**src/rtl/branch_pkg.sv**
```systemverilog
// Shared encodings for the ID-stage branch controller: branch types, condition
// codes, FSM states and NZCV bit positions.
package branch_pkg;

   localparam logic [1:0] BR_B     = 2'b00;
   localparam logic [1:0] BR_BCOND = 2'b01;
   localparam logic [1:0] BR_CBZ   = 2'b10;
   localparam logic [1:0] BR_CBNZ  = 2'b11;

   localparam logic [3:0] COND_EQ = 4'b0000;
   localparam logic [3:0] COND_NE = 4'b0001;
   localparam logic [3:0] COND_HS = 4'b0010;
   localparam logic [3:0] COND_LO = 4'b0011;
   localparam logic [3:0] COND_MI = 4'b0100;
   localparam logic [3:0] COND_PL = 4'b0101;
   localparam logic [3:0] COND_VS = 4'b0110;
   localparam logic [3:0] COND_VC = 4'b0111;
   localparam logic [3:0] COND_HI = 4'b1000;
   localparam logic [3:0] COND_LS = 4'b1001;
   localparam logic [3:0] COND_GE = 4'b1010;
   localparam logic [3:0] COND_LT = 4'b1011;
   localparam logic [3:0] COND_GT = 4'b1100;
   localparam logic [3:0] COND_LE = 4'b1101;
   localparam logic [3:0] COND_AL = 4'b1110;
   localparam logic [3:0] COND_NV = 4'b1111;

   localparam logic [1:0] ST_RUN   = 2'd0;
   localparam logic [1:0] ST_WAIT  = 2'd1;
   localparam logic [1:0] ST_FLUSH = 2'd2;

   localparam int unsigned FLAG_N = 3;
   localparam int unsigned FLAG_Z = 2;
   localparam int unsigned FLAG_C = 1;
   localparam int unsigned FLAG_V = 0;

endpackage

```
**src/rtl/branch_ctrl_cond_check.sv**
```systemverilog
// Combinational ARM condition-code evaluation against an NZCV flag set.
module cond_check
   import branch_pkg::*;
(
   input  logic [3:0] cond,
   input  logic [3:0] flags,
   output logic       cond_true
);

   logic n, z, c, v;

   assign n = flags[FLAG_N];
   assign z = flags[FLAG_Z];
   assign c = flags[FLAG_C];
   assign v = flags[FLAG_V];

   always_comb begin
      cond_true = 1'b1;
      case (cond)
         COND_EQ: cond_true = z;
         COND_NE: cond_true = !z;
         COND_HS: cond_true = c;
         COND_LO: cond_true = !c;
         COND_MI: cond_true = n;
         COND_PL: cond_true = !n;
         COND_VS: cond_true = v;
         COND_VC: cond_true = !v;
         COND_HI: cond_true = c & !z;
         COND_LS: cond_true = !c | z;
         COND_GE: cond_true = (n == v);
         COND_LT: cond_true = (n != v);
         COND_GT: cond_true = !z & (n == v);
         COND_LE: cond_true = z | (n != v);
         default: cond_true = 1'b1;
      endcase
   end

endmodule

```
**src/rtl/branch_ctrl.sv**
```systemverilog
// ID-stage branch resolution: owns NZCV, stalls until operands are ready, then
// issues a registered taken pulse and a flush window for the wrong-path fetch.
module branch_ctrl
   import branch_pkg::*;
#(
   parameter int unsigned FWD_FLAGS    = 1,
   parameter int unsigned FLUSH_CYCLES = 1,
   parameter int unsigned CNT_W        = 16
) (
   input  logic             clk,
   input  logic             reset,
   input  logic             ex_valid,
   input  logic             ex_setflags,
   input  logic [3:0]       ex_flags,
   input  logic             br_valid,
   input  logic [1:0]       br_type,
   input  logic [3:0]       br_cond,
   input  logic             op_ready,
   input  logic             op_zero,
   output logic             stall,
   output logic             br_taken,
   output logic             flush,
   output logic [3:0]       flags,
   output logic [CNT_W-1:0] stall_count
);

   localparam logic [2:0] FLUSH_LAST = 3'(FLUSH_CYCLES - 1);

   logic [1:0] state, state_nxt;
   logic [2:0] fcnt, fcnt_nxt;
   logic       taken_nxt, flush_nxt;
   logic       ex_flag_wr;
   logic [3:0] eff_flags;
   logic       cond_true;
   logic       resolvable, taken;

   assign ex_flag_wr = ex_valid & ex_setflags;
   assign eff_flags  = ((FWD_FLAGS != 0) && ex_flag_wr) ? ex_flags : flags;

   cond_check u_cond_check (
      .cond      (br_cond),
      .flags     (eff_flags),
      .cond_true (cond_true)
   );

   // Operand availability and direction for the branch currently in ID.
   always_comb begin
      resolvable = 1'b1;
      taken      = 1'b1;
      case (br_type)
         BR_B: begin
            resolvable = 1'b1;
            taken      = 1'b1;
         end
         BR_BCOND: begin
            resolvable = !((FWD_FLAGS == 0) && ex_flag_wr);
            taken      = cond_true;
         end
         BR_CBZ: begin
            resolvable = op_ready;
            taken      = op_zero;
         end
         default: begin
            resolvable = op_ready;
            taken      = !op_zero;
         end
      endcase
   end

   always_ff @(posedge clk) begin
      if (reset) begin
         state    <= ST_RUN;
         fcnt     <= 3'd0;
         br_taken <= 1'b0;
         flush    <= 1'b0;
      end else begin
         state    <= state_nxt;
         fcnt     <= fcnt_nxt;
         br_taken <= taken_nxt;
         flush    <= flush_nxt;
      end
   end

   always_comb begin
      state_nxt = state;
      fcnt_nxt  = fcnt;
      taken_nxt = 1'b0;
      flush_nxt = 1'b0;
      stall     = 1'b0;
      case (state)
         ST_RUN, ST_WAIT: begin
            stall = br_valid & !resolvable & !reset;
            if (br_valid && resolvable && taken) begin
               state_nxt = ST_FLUSH;
               fcnt_nxt  = FLUSH_LAST;
               taken_nxt = 1'b1;
               flush_nxt = 1'b1;
            end else if (br_valid && !resolvable) begin
               state_nxt = ST_WAIT;
            end else begin
               state_nxt = ST_RUN;
            end
         end
         ST_FLUSH: begin
            // Wrong-path br_valid is ignored for the whole window.
            if (fcnt == 3'd0) begin
               state_nxt = ST_RUN;
            end else begin
               fcnt_nxt  = fcnt - 3'd1;
               flush_nxt = 1'b1;
            end
         end
         default: state_nxt = ST_RUN;
      endcase
   end

   // The EX instruction is older than the branch, so flags always load.
   always_ff @(posedge clk) begin
      if (reset) begin
         flags <= 4'b0000;
      end else if (ex_flag_wr) begin
         flags <= ex_flags;
      end
   end

   always_ff @(posedge clk) begin
      if (reset) begin
         stall_count <= '0;
      end else if (stall && (stall_count != {CNT_W{1'b1}})) begin
         stall_count <= stall_count + CNT_W'(1);
      end
   end

endmodule
```
**config.mk**
```make
export PLATFORM = sky130hd
export DESIGN_NAME = branch_ctrl
export DESIGN_NICKNAME = d
export VERILOG_FILES = /design/src/rtl/branch_pkg.sv /design/src/rtl/branch_ctrl_cond_check.sv /design/src/rtl/branch_ctrl.sv
export SDC_FILE = /design/constraint.sdc
export NUM_CORES = 1
export LEC_CHECK = 0
export CAP_MARGIN = 20
export CORE_AREA = 4 4 63 65
export DETAILED_ROUTE_END_ITERATION = 7
export DIE_AREA = 0 0 67 69
export GPL_TIMING_DRIVEN = 0
export PLACE_DENSITY_LB_ADDON = 0.1
export SLEW_MARGIN = 15
export SYNTH_ARGS = -nofsm -noshare
export SYNTH_HDL_FRONTEND = slang
export SYNTH_SLANG_ARGS = --single-unit
export TNS_END_PERCENT = 5
```
**constraint.sdc**
```tcl
create_clock -name clk -period 4.22 [get_ports clk]
set_input_delay 1.266 -clock clk [delete_from_list [all_inputs] [get_ports clk]]
set_output_delay 1.266 -clock clk [all_outputs]
set_load 0.005 [all_outputs]
```
Word-level counts from Yosys, hierarchy flattened
Cells that the tools add are included.

storage, ports and cells
  bits in registers = 27
  input port bits = 17
  output and inout bits = 23
  logic and storage cells = 74

operators by class
  $add $sub $neg = 2
  equality and inequality tests = 23
  mux-type cells = 15
  bitwise logic cells = 8
  reduce and logical (&&, ||, !) cells = 20

operators by type and width
  cell                                                                   count
  4-bit equality test, second input constant                             6
  16-bit by 1-bit adder with 16-bit output, second input constant        1
  4-bit by 3-bit equality test with 1-bit output, second input constant  4
  16-bit != test, second input constant                                  1
  1-bit case mux with 14 select lines                                    1
  4-bit by 2-bit equality test with 1-bit output, second input constant  2
  1-bit zero test                                                        7
  3-bit 2-to-1 mux                                                       2
  2-bit != test, second input constant                                   3
  3-bit case mux with 2 select lines                                     1
  2-bit OR reduction                                                     3
  1-bit bitwise AND                                                      5
  1-bit 2-to-1 mux                                                       5
  2-bit by 1-bit equality test with 1-bit output, second input constant  2
  2-bit equality test, second input constant                             2
  4-bit by 1-bit equality test with 1-bit output, second input constant  1
  1-bit logical AND                                                      4
  2-bit zero test                                                        2
  4-bit zero test                                                        1
  2-bit 2-to-1 mux                                                       2
  4-bit 2-to-1 mux                                                       1
  2-bit case mux with 2 select lines                                     1
  3-bit zero test                                                        1
  1-bit case mux with 3 select lines                                     1
  8 further kinds                                                        9

Logic depth before layout (Yosys ltp)
Gate-level depths: netlist (run 1).

  depth in word-level cells = 9
  gate-level depth with buffers = 7
  depth with buffers taken out = 7

By module
A second synthesis (run 1) with hierarchy kept.

unflattened totals
  cells, all modules = 171
  area, all modules = 1521.5 um^2

by module, submodules not included
  module       instances  cells an instance  area each (um^2)  seq. area each (um^2)
  branch_ctrl  1          148                1356.3            540.5
  cond_check   1          23                 165.2             0.0

Least setup slack after synthesis (run 1)
Ideal clock, no wire load.

  kind = input to register
  start point = in ex_valid
  end point = reg fcnt[0]
  data arrival time = 3.310 ns
  data required time = 4.097 ns
  setup slack = 0.787 ns
  cell stages on the path = 7
  buffers on the path = 1
  path through = and2_1 > buf_6 > mux4_2 > mux2i_1 > or4_4 > a211oi_2 > mux2_1

on the way
  longest elaborated chain between the ends = 9

RTL lines
  what                                            RTL line                                                    source
  from (decl)                                     branch_ctrl.sv:12                                           input logic ex_valid,
  1-bit bitwise AND (*)                           branch_ctrl.sv:37                                           assign ex_flag_wr = ex_valid & ex_setflags;
  4-bit 2-to-1 mux (*)                            --
  1-bit != test, or another cell as far along     branch_ctrl_cond_check.sv:31, branch_ctrl_cond_check.sv:33
  1-bit bitwise OR, or another cell as far along  branch_ctrl_cond_check.sv:33                                COND_LE: cond_true = z | (n != v);
  1-bit case mux with 14 select lines (*)         branch_ctrl_cond_check.sv:19                                case (cond)
  1-bit case mux with 3 select lines (*)          branch_ctrl.sv:50                                           case (br_type)
  1-bit logical AND (*)                           branch_ctrl.sv:93                                           if (br_valid && resolvable && taken) begin
  2-bit != test (no line) (*)                     --
  3-bit AND reduction (no line) (*)               --
  to (signal assigned)                            branch_ctrl.sv:78                                           fcnt <= fcnt_nxt;
  to (decl)                                       branch_ctrl.sv:30                                           logic [2:0] fcnt, fcnt_nxt;

Mark *: on every way between the ends. The rest lies on a longest branch, timed or not.
A chain may end at the register's enable or synchronous reset.

Final worst setup path (run 1)
  start point = in br_valid
  end point = out stall

on the way
  longest elaborated chain between the ends = 3

RTL lines
  what                             RTL line           source
  from (decl)                      branch_ctrl.sv:15  input logic br_valid,
  1-bit bitwise AND (2 in series)  branch_ctrl.sv:92  stall = br_valid & !resolvable & !reset;
  1-bit 2-to-1 mux                 branch_ctrl.sv:90  case (state)
  to (decl)                        branch_ctrl.sv:20  output logic stall,

No other way between the ends.

==> reports/qor.yml, run 1 <==
clock_network:
  cts-resized-gates: 0
  cts_tree: "done"
  insertion_delay_ns: 0.32
  cts_hold_buf: 0
  cts_buffers: 3
  cts.sinks: 27
  cts.clk_slew.worst_paths_ns: 0.14
  htree_levels: 1
  cts-root-buf: "clkbuf_4"
  clk_path_buf_depth: 2
  cts_setup_buffers: 0
pwr:
  p_per_area_nw_per_um2: 232
  ir_worst_vdd_mv: 0.137
  p_leak_uw: 0.000701
worst_setup_path:
  slowest_delay_ns: 0.57
  endpoint_kind: "primary output"
  cp_max_fo: 4
  timing.rr.end: "fcnt[0]"
  path_buf_inv: 2
  arrival_ns: 2.78
  cpMostUsedCell: "clkdlybuf4s50_1"
  crit_chain: "clkdlybuf4s50_1 > nand2b_1 > nor4b_4 > clkdlybuf4s50_1"
  slowest_stage: "clkdlybuf4s50_1"
  path_class: "in -> out"
  cp-startpoint: "br_valid"
  reg2reg_from: "flags[0]"
  start_kind: "input port"
  crit_family: "buffers and inverters"
  worstPathRequired_ns: 2.95
  r2r_cells: 6
  r2r_setup_slack_ns: 1.78
logic_synthesis:
  synth_edf_count: 0
  synth_area_leader_cell: "dfxtp_1"
  syn-num-nets: 192
  yosys_warnings: 0
  synth_top_family_by_area: "simple AND/OR/NAND/NOR gates"
  syn-instance-count: 172
  netlist_area_um2: 1480
  synth_ff_type: "dfxtp_1"
  synth_compound_area_frac: 0.135
  synthTopCellsByArea: "dfxtp_1, a21oi_1, xor2_1"
  ys_ff_latch: 27
  synthXorXnorAreaFrac: 0.0801
  muxShareOfSynthArea: 0.0911
  async_reset_ff_frac: 0
  synth_adder_area_share: 0.0253
  synthSimpleGateAreaFrac: 0.263
  syn_avg_cell_area_um2: 8.63
  synth_cell_types: 40
  ys_seq_area_frac: 0.364
  synth_top_area_frac: 0.364
min_path:
  hold_start: "flags[1]"
  holdPathEnd: "flags[1]"
  hold-path-cell-count: 2
  hold_class: "reg -> reg"
floorplan:
  start_util: 0.445
  fp.dieW_um: 67
  core_area_um2: 3340
  rows: 21
  dieArea_um2: 4620
  die_h_um: 69
  io_pins: 40
drt:
  vias_per_cell: 5.15
  vias: 1338
  route.detailed.drc: 0
  drt-total-wl_mm: 3.41
  drt_iter0_drc: 29
  detail_route.first_pass.iterations: 4
  wire_per_inst_um: 13.1
  ant_nets: 0
sta:
  clock_skew_ns: 0.00270
  finalHoldWorstSlack_ns: 0.508
  setup_violations: 0
  worst_slack_ns: 0.171
  tns_ns: 0
  period_minus_slack_ns: 4.05
  finalCritPeriodShare: 0.959
  slew_headroom: 0.596
  max_clock_freq_mhz: 247
  worst_pin_slew_ns: 0.605
  finalMaxSlewViolations: 0
  rsz0062_at_grt: "no"
  finalHoldViolCount: 0
cells_and_area:
  nets: 235
  syn2layout_area_growth_pct: 31.9
  final_cells: 260
  seqCellArea_um2: 541
  n_antenna_cell: 0
  fillers: 333
  final_area_um2: 1960
  final_common_cell: "clkdlybuf4s50_1"
  multi_input_area_um2: 891
  final_cell_mix: "clkdlybuf4s50_1, dfxtp_1, nand2_1"
  drive_above_1_share: 0.0514
grt:
  grt_use_met2: 0.261
  grt_use_met1: 0.188
  grt_max_degree: 15
  grt.total_usage: 0.153
  grtUsageMet3: 0.0308
  grt-ovfl-total: 0
  antenna_found_initial: 0
  grt_pass1_wl_mm: 5.69
  busiest_layer: "met2"
  grt_pass1_vias: 1317
job:
  max_cap_violations: 0
place:
  dp_hpwl_mm: 2.58
  gp_congestion: 0.748
  post-place-ws_ns: 0.0636
  placed_cells: 256
  port_buffers: 38
  placed_area_um2: 1920
run_status:
  status: "complete, no violations"
metal layers:
layer / share of wire / routed length (µm)
met1: 0.46 / 1560
met3: 0.047 / 159
met5: 0 / 0
met2: 0.48 / 1650
met4: 0.011 / 36
stage by stage:
step	total power, µW	utilization
CTS	458	0.584
finish	454	0.586
detailed placement	346	0.576
floorplan	312	-
global placement	344	0.576
global route	472	0.586
cells in the mapped netlist (all sizes together), types with 5 or more instances:
cell and instances:
a21oi 14, or3 10, dfxtp 27, o21ai 10, nor3 5, inv 9, nand3 7, nand2b 5
nand2 17, xor2 8, nor2 14
tightest hold or removal path: stages, from the launching register on:
cell	delay, ns
dfxtp_1	0.36
nand2_1	0.06
a21oi_1	0.05
how the worst max path moves through the flow:
stage | to | cells past startpoint | slack, ns
final | stall | 4 | 0.17
after global routing | stall | 4 | 0.11
after CTS | stall | 4 | 0.06
after detailed placement | stall | 4 | 0.06
after global placement | stall | 4 | 0.11
after floorplan | fcnt[0] | 7 | 0.79
final cells by class:
type                            count  area share
Tap cell                           46      0.0294
Multi-Input combinational cell    131       0.455
Sequential cell                    27       0.276
Timing Repair Buffer               38       0.194
Clock buffer                        4      0.0134
Inverter                            9      0.0173
Buffer                              5      0.0141
state kept, by name, summed over array words and instances (netlist names):
register     count
flags            4
stall_count     16
state            2
fcnt             3
br_taken         1
flush            1
report_power, final:
part	leakage, µW	switching (µW)	internal [µW]
sequential	0.000218	3.60	260
clock	0.0000150	76.0	37.0
combinational	0.000467	34.0	43.1
total	0.000701	114	340
cells by family after synthesis:
group,Yosys count
and+or+nand+nor,74
AOI/OAI and AO/OA,33
DFF,27
buffers and inverters,14
xor gates and xnor gates,12
muxes,9
adders and majority gates,3
(Power assumes the default switching activity.)
==> inputs of run 2 (changes only) <==
CTS_CLUSTER_SIZE = 14   (was not set)
==> results of run 2 <==
No change in the layout: final DEF, timing and power equal those of run 1.
==> inputs of run 3 (changes only) <==
CORE_AREA = 4 4 72 57   (was 4 4 63 65)
DIE_AREA = 0 0 76 61   (was 0 0 67 69)
GPL_TIMING_DRIVEN = not set   (was 0)
==> run 3 against run 2 <==
  * Via count up 1.6%
  * Global-route usage down 0.43 points
  * Wire length down 3.6%
  * Count of clock-buffer cells in the layout down 1
  * Final cell count down 3.1%
  * Worst hold slack about the same
  * Register-to-register slack worse by 0.02 ns
  * Clock skew up 0.0052 ns
  * Critical path depth unchanged
  * Maximum frequency up 3.3%
  * Non-clock buffer count down 2
  * Setup slack better by 0.13 ns
  * Largest cell class unchanged
==> reports/qor.yml, run 3 (synthesis results as in run 1) <==
sta:
  slew_headroom: 0.542  # was 0.596
  setup_violations: 0  # unchanged
  clock_skew_ns: 0.00789  # was 0.00270 ns
  max_clock_freq_mhz: 255  # was 247 MHz
  finalCritPeriodShare: 0.929  # was 0.959
  finalHoldViolCount: 0  # unchanged
  tns_ns: 0  # unchanged
  worst_pin_slew_ns: 0.687  # was 0.605 ns
  rsz0062_at_grt: "no"  # unchanged
  finalMaxSlewViolations: 0  # unchanged
  period_minus_slack_ns: 3.92  # was 4.05 ns
grt:
  grt-ovfl-total: 0  # unchanged
  grt_max_degree: 29  # was 15
  antenna_found_initial: 0  # unchanged
  grt_pass1_vias: 1306  # was 1,317
  grt_pass1_wl_mm: 5.60  # was 5.69 mm
  grt.total_usage: 0.148  # was 0.153
cells_and_area:
  drive_above_1_share: 0.0566  # was 0.0514
  final_cells: 252  # was 260
  regMostFlops: "stall_count"  # unchanged
  nets: 233  # was 235
  final_common_cell: "clkdlybuf4s50_1"  # unchanged
  biggestRegsByFlops: "stall_count x16, flags x4, fcnt x3"  # unchanged
  syn2layout_area_growth_pct: 32.0  # was 31.9%
  n_antenna_cell: 0  # unchanged
  largest_reg_flops: 16  # unchanged
  final_cell_mix: "clkdlybuf4s50_1, dfxtp_1, nand2_1"  # unchanged
clock_network:
  cts-root-buf: "clkbuf_8"  # was clkbuf_4
  cts_tree: "done"  # unchanged
  cts-resized-gates: 0  # unchanged
  cts_hold_buf: 0  # unchanged
  cts.clk_slew.worst_paths_ns: 0.08  # was 0.14 ns
  insertion_delay_ns: 0.27  # was 0.32 ns
  cts_buffers: 3  # unchanged
  htree_levels: 1  # unchanged
  clk_path_buf_depth: 2  # unchanged
  cts.sinks: 27  # unchanged
  cts_setup_buffers: 0  # unchanged
worst_setup_path:
  path_buf_inv: 2  # unchanged
  cp_max_fo: 4  # unchanged
  slowest_stage: "clkdlybuf4s50_1"  # unchanged
  cpMostUsedCell: "clkdlybuf4s50_1"  # unchanged
  worstPathRequired_ns: 2.95  # about the same
  crit_family: "buffers and inverters"  # unchanged
  endpoint_kind: "primary output"  # unchanged
  start_kind: "input port"  # unchanged
  slowest_delay_ns: 0.56  # was 0.57 ns
  crit_chain: "clkdlybuf4s50_1 > nand2b_1 > nor4b_2 > clkdlybuf4s50_1"  # was clkdlybuf4s50_1 > nand2b_1 > nor4b_4 > clkdlybuf4s50_1
  path_class: "in -> out"  # unchanged
  arrival_ns: 2.65  # was 2.78 ns
floorplan:
  core_area_um2: 3310  # was 3340 µm²
  die_h_um: 61  # was 69 µm
  dieArea_um2: 4640  # was 4620 µm²
  start_util: 0.448  # was 0.445
  fp.dieW_um: 76  # was 67 µm
  rows: 18  # was 21
  io_pins: 40  # unchanged
drt:
  drt-total-wl_mm: 3.28  # was 3.41 mm
  wire_per_inst_um: 13.0  # was 13.1 µm
  drt_iter0_drc: 40  # was 29
  vias: 1359  # was 1,338
  ant_nets: 0  # unchanged
  route.detailed.drc: 0  # unchanged
  vias_per_cell: 5.39  # was 5.15
  detail_route.first_pass.iterations: 4  # unchanged
place:
  dp_hpwl_mm: 2.57  # was 2.58 mm
  port_buffers: 39  # was 38
  gp_congestion: 0.826  # was 0.748
  placed_cells: 248  # was 256
pwr:
  p_per_area_nw_per_um2: 245  # was 232 nW/µm²
  ir_worst_vdd_mv: 0.168  # was 0.137 mV
  p_leak_uw: 0.000706  # was 0.000701 µW
job:
  max_cap_violations: 0  # unchanged
run_status:
  status: "complete, no violations"  # unchanged
min_path:
  hold_class: "reg -> reg"  # unchanged
run 3: path summary, 6_finish.rpt:
check | startpoint | end | slack [ns] | cells past startpoint
worst min register to register | flags[1] | flags[1] | 0.51 | 2
worst max register to register | flags[0] | fcnt[1] | 1.76 | 6
worst min-delay path | flags[1] | flags[1] | 0.51 | 2
worst max-delay path | br_valid | stall | 0.30 | 4
run 3: worst register-to-register path: cells and delay by family, from the launching register on:
| kind | cells | cell delay [ns] |
|---|---|---|
| simple gates | 2 | 0.68 |
| compound gates | 2 | 0.47 |
| flops | 1 | 0.42 |
| xor+xnor | 1 | 0.42 |
| mux | 1 | 0.37 |
run 3: per-stage QoR:
stage | cell area (µm²) | power [µW] | worst slack (ns) | utilization | hold slack (ns)
5_1_grt | 1960 | 504 | 0.198 | 0.591 | 0.527
3_3_place_gp | 1910 | 344 | 0.205 | 0.577 | 0.491
2_1_floorplan | 1480 | 312 | 0.787 | - | 0.474
4_1_cts | 1960 | 487 | 0.280 | 0.591 | 0.501
3_5_place_dp | 1910 | 346 | 0.102 | 0.577 | 0.486
6_report | 1960 | 480 | 0.301 | 0.591 | 0.508
run 3: cell type report:
cell class                      count  area [µm²]
Multi-Input combinational cell    131         882
Timing Repair Buffer               41         405
Inverter                            9        33.8
Clock inverter                      1        5.00
Sequential cell                    27         541
Clock buffer                        3        41.3
Tap cell                           40        50.0
Fill cell                         298        1350
run 3: layer usage:
layer  global-route usage  up-vias  routed length (µm)
li1                     -      687                   -
met1                0.195      635                1590
met2                0.240       31                1500
met3               0.0445        6                 153
met4               0.0431        0                  38
met5                    0        -                   0
run 3: power breakdown:
group	switching, µW	total (µW)	internal, µW
clock network	75.0	141	66.1
registers	3.76	263	260
logic	33.1	75.7	42.6
total	112	480	368
